--- src/rtl/serial_subtractor.sv ---
// ---------------------------------------------------------------------------
// serial_subtractor
//   Bit-serial two's-complement subtractor computing diff = a - b, LSB first,
//   one bit per clock through a single full-subtract cell and a borrow flop.
//   A start accepted in IDLE captures the operands. WIDTH SHIFT cycles
//   follow, then a one-cycle done pulse in DONE. diff and borrow_out
//   update only on entry to DONE and are held until the next completion.
//
//   Optional build macro: SERIAL_SUBTRACTOR_OVERFLOW_EN
//     When defined, adds the registered signed-overflow flag 'overflow'.
//
// Ports:
//   clk        in   system clock, rising edge
//   reset      in   synchronous, active-high reset
//   start      in   request, sampled only in IDLE
//   a, b       in   minuend / subtrahend, captured on accepted start
//   busy       out  high while in SHIFT
//   done       out  one-cycle pulse, result valid
//   diff       out  a - b modulo 2^WIDTH
//   borrow_out out  final borrow (unsigned a < b)
//   overflow   out  signed overflow (only with SERIAL_SUBTRACTOR_OVERFLOW_EN)
// ---------------------------------------------------------------------------
module serial_subtractor #(
  parameter int unsigned WIDTH = 8
) (
  input  logic             clk,
  input  logic             reset,
  input  logic             start,
  input  logic [WIDTH-1:0] a,
  input  logic [WIDTH-1:0] b,
  output logic             busy,
  output logic             done,
  output logic [WIDTH-1:0] diff,
  output logic             borrow_out
`ifdef SERIAL_SUBTRACTOR_OVERFLOW_EN
  ,
  output logic             overflow
`endif
);

  localparam int unsigned CW = (WIDTH > 1) ? $clog2(WIDTH) : 1;
  localparam logic [CW-1:0] LAST = CW'(WIDTH - 1);

  typedef enum logic [1:0] {
    S_IDLE  = 2'd0,
    S_SHIFT = 2'd1,
    S_DONE  = 2'd2
  } state_t;

  state_t state;
  state_t state_nxt;

  logic busy_nxt;
  logic done_nxt;

  logic [WIDTH-1:0] a_sh;
  logic [WIDTH-1:0] b_sh;
  // Only WIDTH-1 bits are stored; the current bit completes the word.
  logic [WIDTH-2:0] diff_sh;
  logic             br;
  logic [CW-1:0]    count;

  logic             ai;
  logic             bi;
  logic             d;
  logic             br_nxt;
  logic [WIDTH-1:0] diff_full;
  logic             last_bit;

`ifdef SERIAL_SUBTRACTOR_OVERFLOW_EN
  logic a_msb;
  logic b_msb;
`endif

  // Full-subtract cell on the current LSBs.
  always_comb begin
    ai        = a_sh[0];
    bi        = b_sh[0];
    d         = ai ^ bi ^ br;
    br_nxt    = (~ai & bi) | (~(ai ^ bi) & br);
    diff_full = {d, diff_sh};
    last_bit  = (count == LAST);
  end

  // State register; busy/done are registered from the next-state decode.
  always_ff @(posedge clk) begin
    if (reset) begin
      state <= S_IDLE;
      busy  <= 1'b0;
      done  <= 1'b0;
    end else begin
      state <= state_nxt;
      busy  <= busy_nxt;
      done  <= done_nxt;
    end
  end

  // Next-state logic.
  always_comb begin
    state_nxt = state;
    case (state)
      S_IDLE:  if (start) state_nxt = S_SHIFT;
      S_SHIFT: if (last_bit) state_nxt = S_DONE;
      S_DONE:  state_nxt = S_IDLE;
      default: state_nxt = S_IDLE;
    endcase
  end

  // Moore output decode of the upcoming state.
  always_comb begin
    busy_nxt = 1'b0;
    done_nxt = 1'b0;
    case (state_nxt)
      S_SHIFT: busy_nxt = 1'b1;
      S_DONE:  done_nxt = 1'b1;
      default: ;
    endcase
  end

  // Operand shift registers, borrow flop, bit counter and held results.
  always_ff @(posedge clk) begin
    if (reset) begin
      a_sh       <= '0;
      b_sh       <= '0;
      diff_sh    <= '0;
      br         <= 1'b0;
      count      <= '0;
      diff       <= '0;
      borrow_out <= 1'b0;
`ifdef SERIAL_SUBTRACTOR_OVERFLOW_EN
      a_msb      <= 1'b0;
      b_msb      <= 1'b0;
      overflow   <= 1'b0;
`endif
    end else begin
      case (state)
        S_IDLE: begin
          if (start) begin
            a_sh    <= a;
            b_sh    <= b;
            diff_sh <= '0;
            br      <= 1'b0;
            count   <= '0;
`ifdef SERIAL_SUBTRACTOR_OVERFLOW_EN
            a_msb   <= a[WIDTH-1];
            b_msb   <= b[WIDTH-1];
`endif
          end
        end
        S_SHIFT: begin
          a_sh    <= {1'b0, a_sh[WIDTH-1:1]};
          b_sh    <= {1'b0, b_sh[WIDTH-1:1]};
          diff_sh <= diff_full[WIDTH-1:1];
          br      <= br_nxt;
          count   <= count + CW'(1);
          if (last_bit) begin
            diff       <= diff_full;
            borrow_out <= br_nxt;
`ifdef SERIAL_SUBTRACTOR_OVERFLOW_EN
            // Signed overflow: operand signs differ and result sign differs from a.
            overflow   <= (a_msb != b_msb) && (diff_full[WIDTH-1] != a_msb);
`endif
          end
        end
        default: ;
      endcase
    end
  end

endmodule

--- config.mk ---
export PLATFORM = sky130hd
export DESIGN_NAME = serial_subtractor
export DESIGN_NICKNAME = d
export VERILOG_FILES = /design/src/rtl/serial_subtractor.sv
export SDC_FILE = /design/constraint.sdc
export NUM_CORES = 1
export LEC_CHECK = 0
export CAP_MARGIN = 20
export CELL_PAD_IN_SITES_DETAIL_PLACEMENT = 1
export CELL_PAD_IN_SITES_GLOBAL_PLACEMENT = 2
export CORE_MARGIN = 2
export CORE_UTILIZATION = 32
export DETAILED_ROUTE_END_ITERATION = 10
export GPL_TIMING_DRIVEN = 0
export PLACE_DENSITY = 0.78
export SLEW_MARGIN = 30
export SYNTH_ARGS = -nofsm -noshare
export SYNTH_HDL_FRONTEND = slang
export SYNTH_SLANG_ARGS = --single-unit
--- constraint.sdc ---
create_clock -name clk -period 1.51 [get_ports clk]
set_input_delay 0.2265 -clock clk [delete_from_list [all_inputs] [get_ports clk]]
set_output_delay 0.2265 -clock clk [all_outputs]
set_load 0.01 [all_outputs]
**Yosys cells after proc, flatten, opt, wreduce, memory -nomap -nowiden**

Index checks and enable logic that the tools add are counted.

- Flip-flop bits (word level): 40
- Bits in latches: 0
- RAM bits: 0
- Bits in read-only memories: 0
- Input port bits: 19
- Output and inout port bits: 11
- Logic and storage cells: 42
- Memories: 0

- Add/subtract/negate cells: 1
- Multiply operators: 0
- Divide/modulo/power cells: 0
- Order comparisons: 0
- Eq/ne operators: 5
- Shifts and indexed selects: 0
- Multiplexer cells: 15
- Bitwise operators: 7
- Reduce and logical (&&, ||, !) cells: 4

Operators by type and width:

| operator | number |
|---|---|
| 8-bit case mux with 2 select lines | 2 |
| 8-bit two-way mux | 2 |
| 7-bit case mux with 2 select lines | 1 |
| 7-bit two-way mux | 1 |
| 3-bit case mux with 2 select lines | 1 |
| 2-bit by 1-bit == test with 1-bit output (second input constant) | 2 |
| 2-bit two-way mux | 2 |
| 2-bit case mux with 2 select lines | 1 |
| 2-bit AND reduction | 2 |
| 3-bit by 1-bit adder with 3-bit output (second input constant) | 1 |
| 3-bit == test (second input constant) | 1 |
| 1-bit two-way mux | 3 |
| 3-bit two-way mux | 1 |
| 1-bit bitwise AND | 2 |
| 2-bit == test (second input constant) | 1 |
| 2-bit logical NOT | 1 |
| 2-bit inequality test (second input constant) | 1 |
| 1-bit inverter | 2 |
| 1-bit case mux with 2 select lines | 1 |
| 2-bit nonzero test | 1 |
| 1-bit XOR | 2 |
| 1-bit OR | 1 |

**Depth between registers and ports, before layout**

- Word-level depth: 5
- Gate-level depth with buffers: 6
- Mapped depth without buffers: 5

**Least setup slack after synthesis**

No wires, ideal clock.

- Kind: reg2reg
- Start point: register count[0]
- End point: register borrow_out
- Setup time: 86 ps
- Arrival: 1,241 ps
- Data required time: 1,424 ps
- Path slack: 183 ps
- Stages on the path, launching flop included: 6
- Path buffers: 1
- Period minus slack after synthesis: 1,327 ps
- Path through: dfxtp_1 ha_1 ha_1 and3b_2 buf_4 a211oi_1

- Cells in the longest elaborated chain, start to end: 2

Ends and longest elaborated chain:

| item | RTL line | source |
|---|---|---|
| start, declared | 61 | `logic [CW-1:0] count;` |
| start signal, assigned | 155 | `count <= count + CW'(1);` |
| 3-bit == test | 82 | `last_bit = (count == LAST);` |
| 2-bit AND reduction (no source line) | - |  |
| end signal, assigned | 158 | `borrow_out <= br_nxt;` |
| end, declared | 34 | `output logic borrow_out` |

No other way between the ends.
A chain may end at the register's enable or synchronous reset.

**Final worst setup path**

- Start point: register borrow_out
- End point: output port borrow_out

No word-level cell between the ends.

==> results.sh <==
export IMPL_multiInputGateArea_um2=780.7
export IMPL_antenna_found_initial=0
export IMPL_synth_net_count=189
export IMPL_slew_violations=0
export IMPL_nFillCells=601
export IMPL_num_antenna_cells=0
export IMPL_hold_path_class="in -> reg"
export IMPL_max_vdd_ir_drop_mv=0.4345
export IMPL_worst_clock_skew_ps=6.282
export IMPL_yosysSeqAreaShare=0.4709
export IMPL_cts_max_level=2
export IMPL_cts_hold_buf=0
export IMPL_maxCapViolCount=0
export IMPL_startpoint_type="flop"
export IMPL_dpl_cell_area_um2=2068
export IMPL_critPathTopFamily="buffers and inverters"
export IMPL_cts_sinks=40
export IMPL_cts_tree="built"
export IMPL_root_buffer="clkbuf_8"
export IMPL_cts_path_max_buffers=2
export IMPL_hold_viol_final=0
export IMPL_p_leak_nw=0.7917
export IMPL_max_stage_delay_ps=540
export IMPL_place_port_buffers=28
export IMPL_start_util=0.3329
export IMPL_numCtsBuffers=5
export IMPL_power_mw=2.184
export IMPL_dieHeight_um=76.90
export IMPL_fmax_mhz=710.2
export IMPL_min_to="b_sh[7]$_SDFFE_PP0P_"
export IMPL_p_per_area_nw_per_um2=1005
export IMPL_cp_data_arrival_time_ps=1180
export IMPL_grt_ovfl_total=0
export IMPL_io_pins=30
export IMPL_core_um2=5107
export IMPL_place_gp_congestion=0.6686
export IMPL_fin_crit_ps=1408
export IMPL_syn_area_per_cell_um2=10.18
export IMPL_ys_seq_elements=40
export IMPL_vias=1326
export IMPL_r2r_slack_ps=110
export IMPL_setup_viol=0
export IMPL_crit_type="reg -> out"
export IMPL_ant_nets=0
export IMPL_die_area_um2=5913
export IMPL_drt_wl_total_mm=3.800
export IMPL_end_kind="primary output"
export IMPL_avgViaCountPerCell=4.875
export IMPL_rsz0062_at_grt="false"
export IMPL_worstMarginPinSlew_ps=669.4
export IMPL_utilization=0.4255
export IMPL_dr_pass1_iters=3
export IMPL_route_detailed_drc=0
export IMPL_status="finished, final reports clean"
export IMPL_cp_max_fo=2
export IMPL_slew_limit_headroom=0.5537
export IMPL_regArea_um2=802.0
export IMPL_final_period_utilization=0.9325
export IMPL_wl_per_cell_um=13.97
export IMPL_clkLatencyLatePin_ps=290
export IMPL_grt_max_degree=12
export IMPL_critPathSlowestCell="clkdlybuf4s50_1"
export IMPL_area_growth_pct=27.81
export IMPL_rows=26
export IMPL_synth_cells=167
export IMPL_die_w_um=76.90
export IMPL_hold_start="reset"
export IMPL_cts_clk_slew_worst_paths_ps=70
export IMPL_grt_pass1_vias=1408
export IMPL_r2r_cells=5
export IMPL_hpwlAfterDp_mm=2.751
export IMPL_whs_ps=318.2
export IMPL_rr_startpoint="count[0]$_SDFFE_PP0P_"
export IMPL_fin_area_um2=2173
export IMPL_cp_num_buf_inv=1
export IMPL_nNetsFinal=224
export IMPL_ys_types=27
export IMPL_synth_area_um2=1700
export IMPL_ys_warn_count=0
export IMPL_path_cells="clkdlybuf4s50_1"
export IMPL_reg2reg_to="borrow_out$_SDFFE_PP0P_"
export IMPL_grt_usage=0.1400
export IMPL_hold_depth=2
export IMPL_drive_above_1_share=0.1980
export IMPL_critPathRequiredTime_ps=1280
export IMPL_drt_initial_drc_count=59
export IMPL_grt_pass1_wl_mm=6.624
[flip-flops by register name, indices dropped and copies added (netlist names)]
signal	cells
busy	1
state	2
borrow_out	1
br	1
b_sh	8
diff_sh	7
diff	8
a_sh	8
done	1
count	3
[layout make-up]
cell class                      instances  share of cell area
Sequential cell                        40              0.3690
Multi-Input combinational cell        110              0.3592
Timing Repair Buffer                   28              0.1290
Buffer                                 13             0.05124
Clock buffer                            7             0.04433
Tap cell                               70             0.04030
Inverter                                4            0.006908
[synthesized netlist by cell type]
cell       n  area (um2)
nor2b_2    1       8.760
nor2_2     5       31.28
ha_1       2       25.02
o21bai_1   1       7.510
nor3_1     2       10.01
clkbuf_1   4       15.01
nor3b_1    3       22.52
buf_6      3       33.78
buf_2      1       5.000
buf_12     1       20.02
nor2_1    25       93.84
inv_1      4       15.01
nand2_1   16       60.06
a211oi_1   3       22.52
nand3b_2   1       11.26
fa_1       1       20.02
o21ba_1    1       10.01
buf_4      3       22.52
and3b_2    1       10.01
dfxtp_1   40       800.8
nor4_2     2       25.02
mux2i_1   13       130.1
a211oi_2  11       137.6
a21oi_1    8       40.04
nor4b_1    2       17.52
buf_8      1       15.01
a22oi_1   12       90.09
[worst max path at each step]
stage          slack, ps               startpoint                 endpoint  depth (start not counted)
5_1_grt                7    count[0]$_SDFFE_PP0P_     diff[2]$_SDFFE_PP0P_                          6
6_report             100  borrow_out$_SDFFE_PP0P_               borrow_out                          1
2_1_floorplan        180    count[0]$_SDFFE_PP0P_  borrow_out$_SDFFE_PP0P_                          5
3_5_place_dp         -90                    start     a_sh[3]$_SDFFE_PP0P_                          6
4_1_cts               50    count[0]$_SDFFE_PP0P_  borrow_out$_SDFFE_PP0P_                          5
3_3_place_gp         -50                    start     a_sh[1]$_SDFFE_PP0P_                          6
[report_power, final]
part / switching [mW] / internal [mW] / total [mW]
Sequential: 0.0305 / 1.10 / 1.13
Clock: 0.361 / 0.407 / 0.767
Combinational: 0.138 / 0.147 / 0.284
Total: 0.529 / 1.66 / 2.18
[per-stage QoR]
| stage | std cells | setup slack [ps] | TNS, ps |
|---|---|---|---|
| CTS | 272 | 46.58 | 0 |
| detailed placement | 265 | -89.17 | -905.0 |
| global placement | 265 | -45.93 | -296.6 |
| floorplan | 167 | 182.8 | 0 |
| finish | 272 | 101.9 | 0 |
| global route | 272 | 6.849 | 0 |
[cells in the final DEF, fill, tap and decap left out]
master            n
buf_2             1
ha_1              2
nor2_2            6
a22oi_1          12
and3b_2           1
nor3b_1           3
nand3b_2          1
clkbuf_8          7
dfxtp_1          39
nor2b_2           1
nor4b_1           2
o21bai_1          1
buf_12            1
a211oi_1          2
fa_1              1
inv_1             4
nor3_1            2
nor2_1           24
buf_8             1
o21ba_1           1
buf_6             3
clkdlybuf4s50_1  28
a211oi_2         12
mux2i_1          13
a21oi_1           8
nor4_2            2
nand2_1          16
buf_4             3
clkbuf_1          4
dfxtp_2           1
[repair_timing]
item / 4_1_cts / 5_1_grt
setup endpoints to repair: 0 / 2
setup buffers: 0 / 0
gates resized for setup: 0 / 3
[layer usage]
metal / routed length [um] / track usage / vias to the layer above
met1: 1744 / 0.1730 / 653
met5: 0 / 0 / -
met2: 1836 / 0.2263 / 19
li1: - / - / 648
met3: 151 / 0.04471 / 6
met4: 68 / 0.05455 / 0
[logic make-up (layout without fill, tap and decap cells)]
group           count (synthesis)  count (layout)  synth area share
simple gates                   58              58            0.1707
fa+ha+maj                       3               3           0.02649
mux                            13              13           0.07652
compound gates                 36              36            0.1810
buf+inv                        17              52           0.07431
flops                          40              40            0.4709
(Power assumes the default switching activity.)
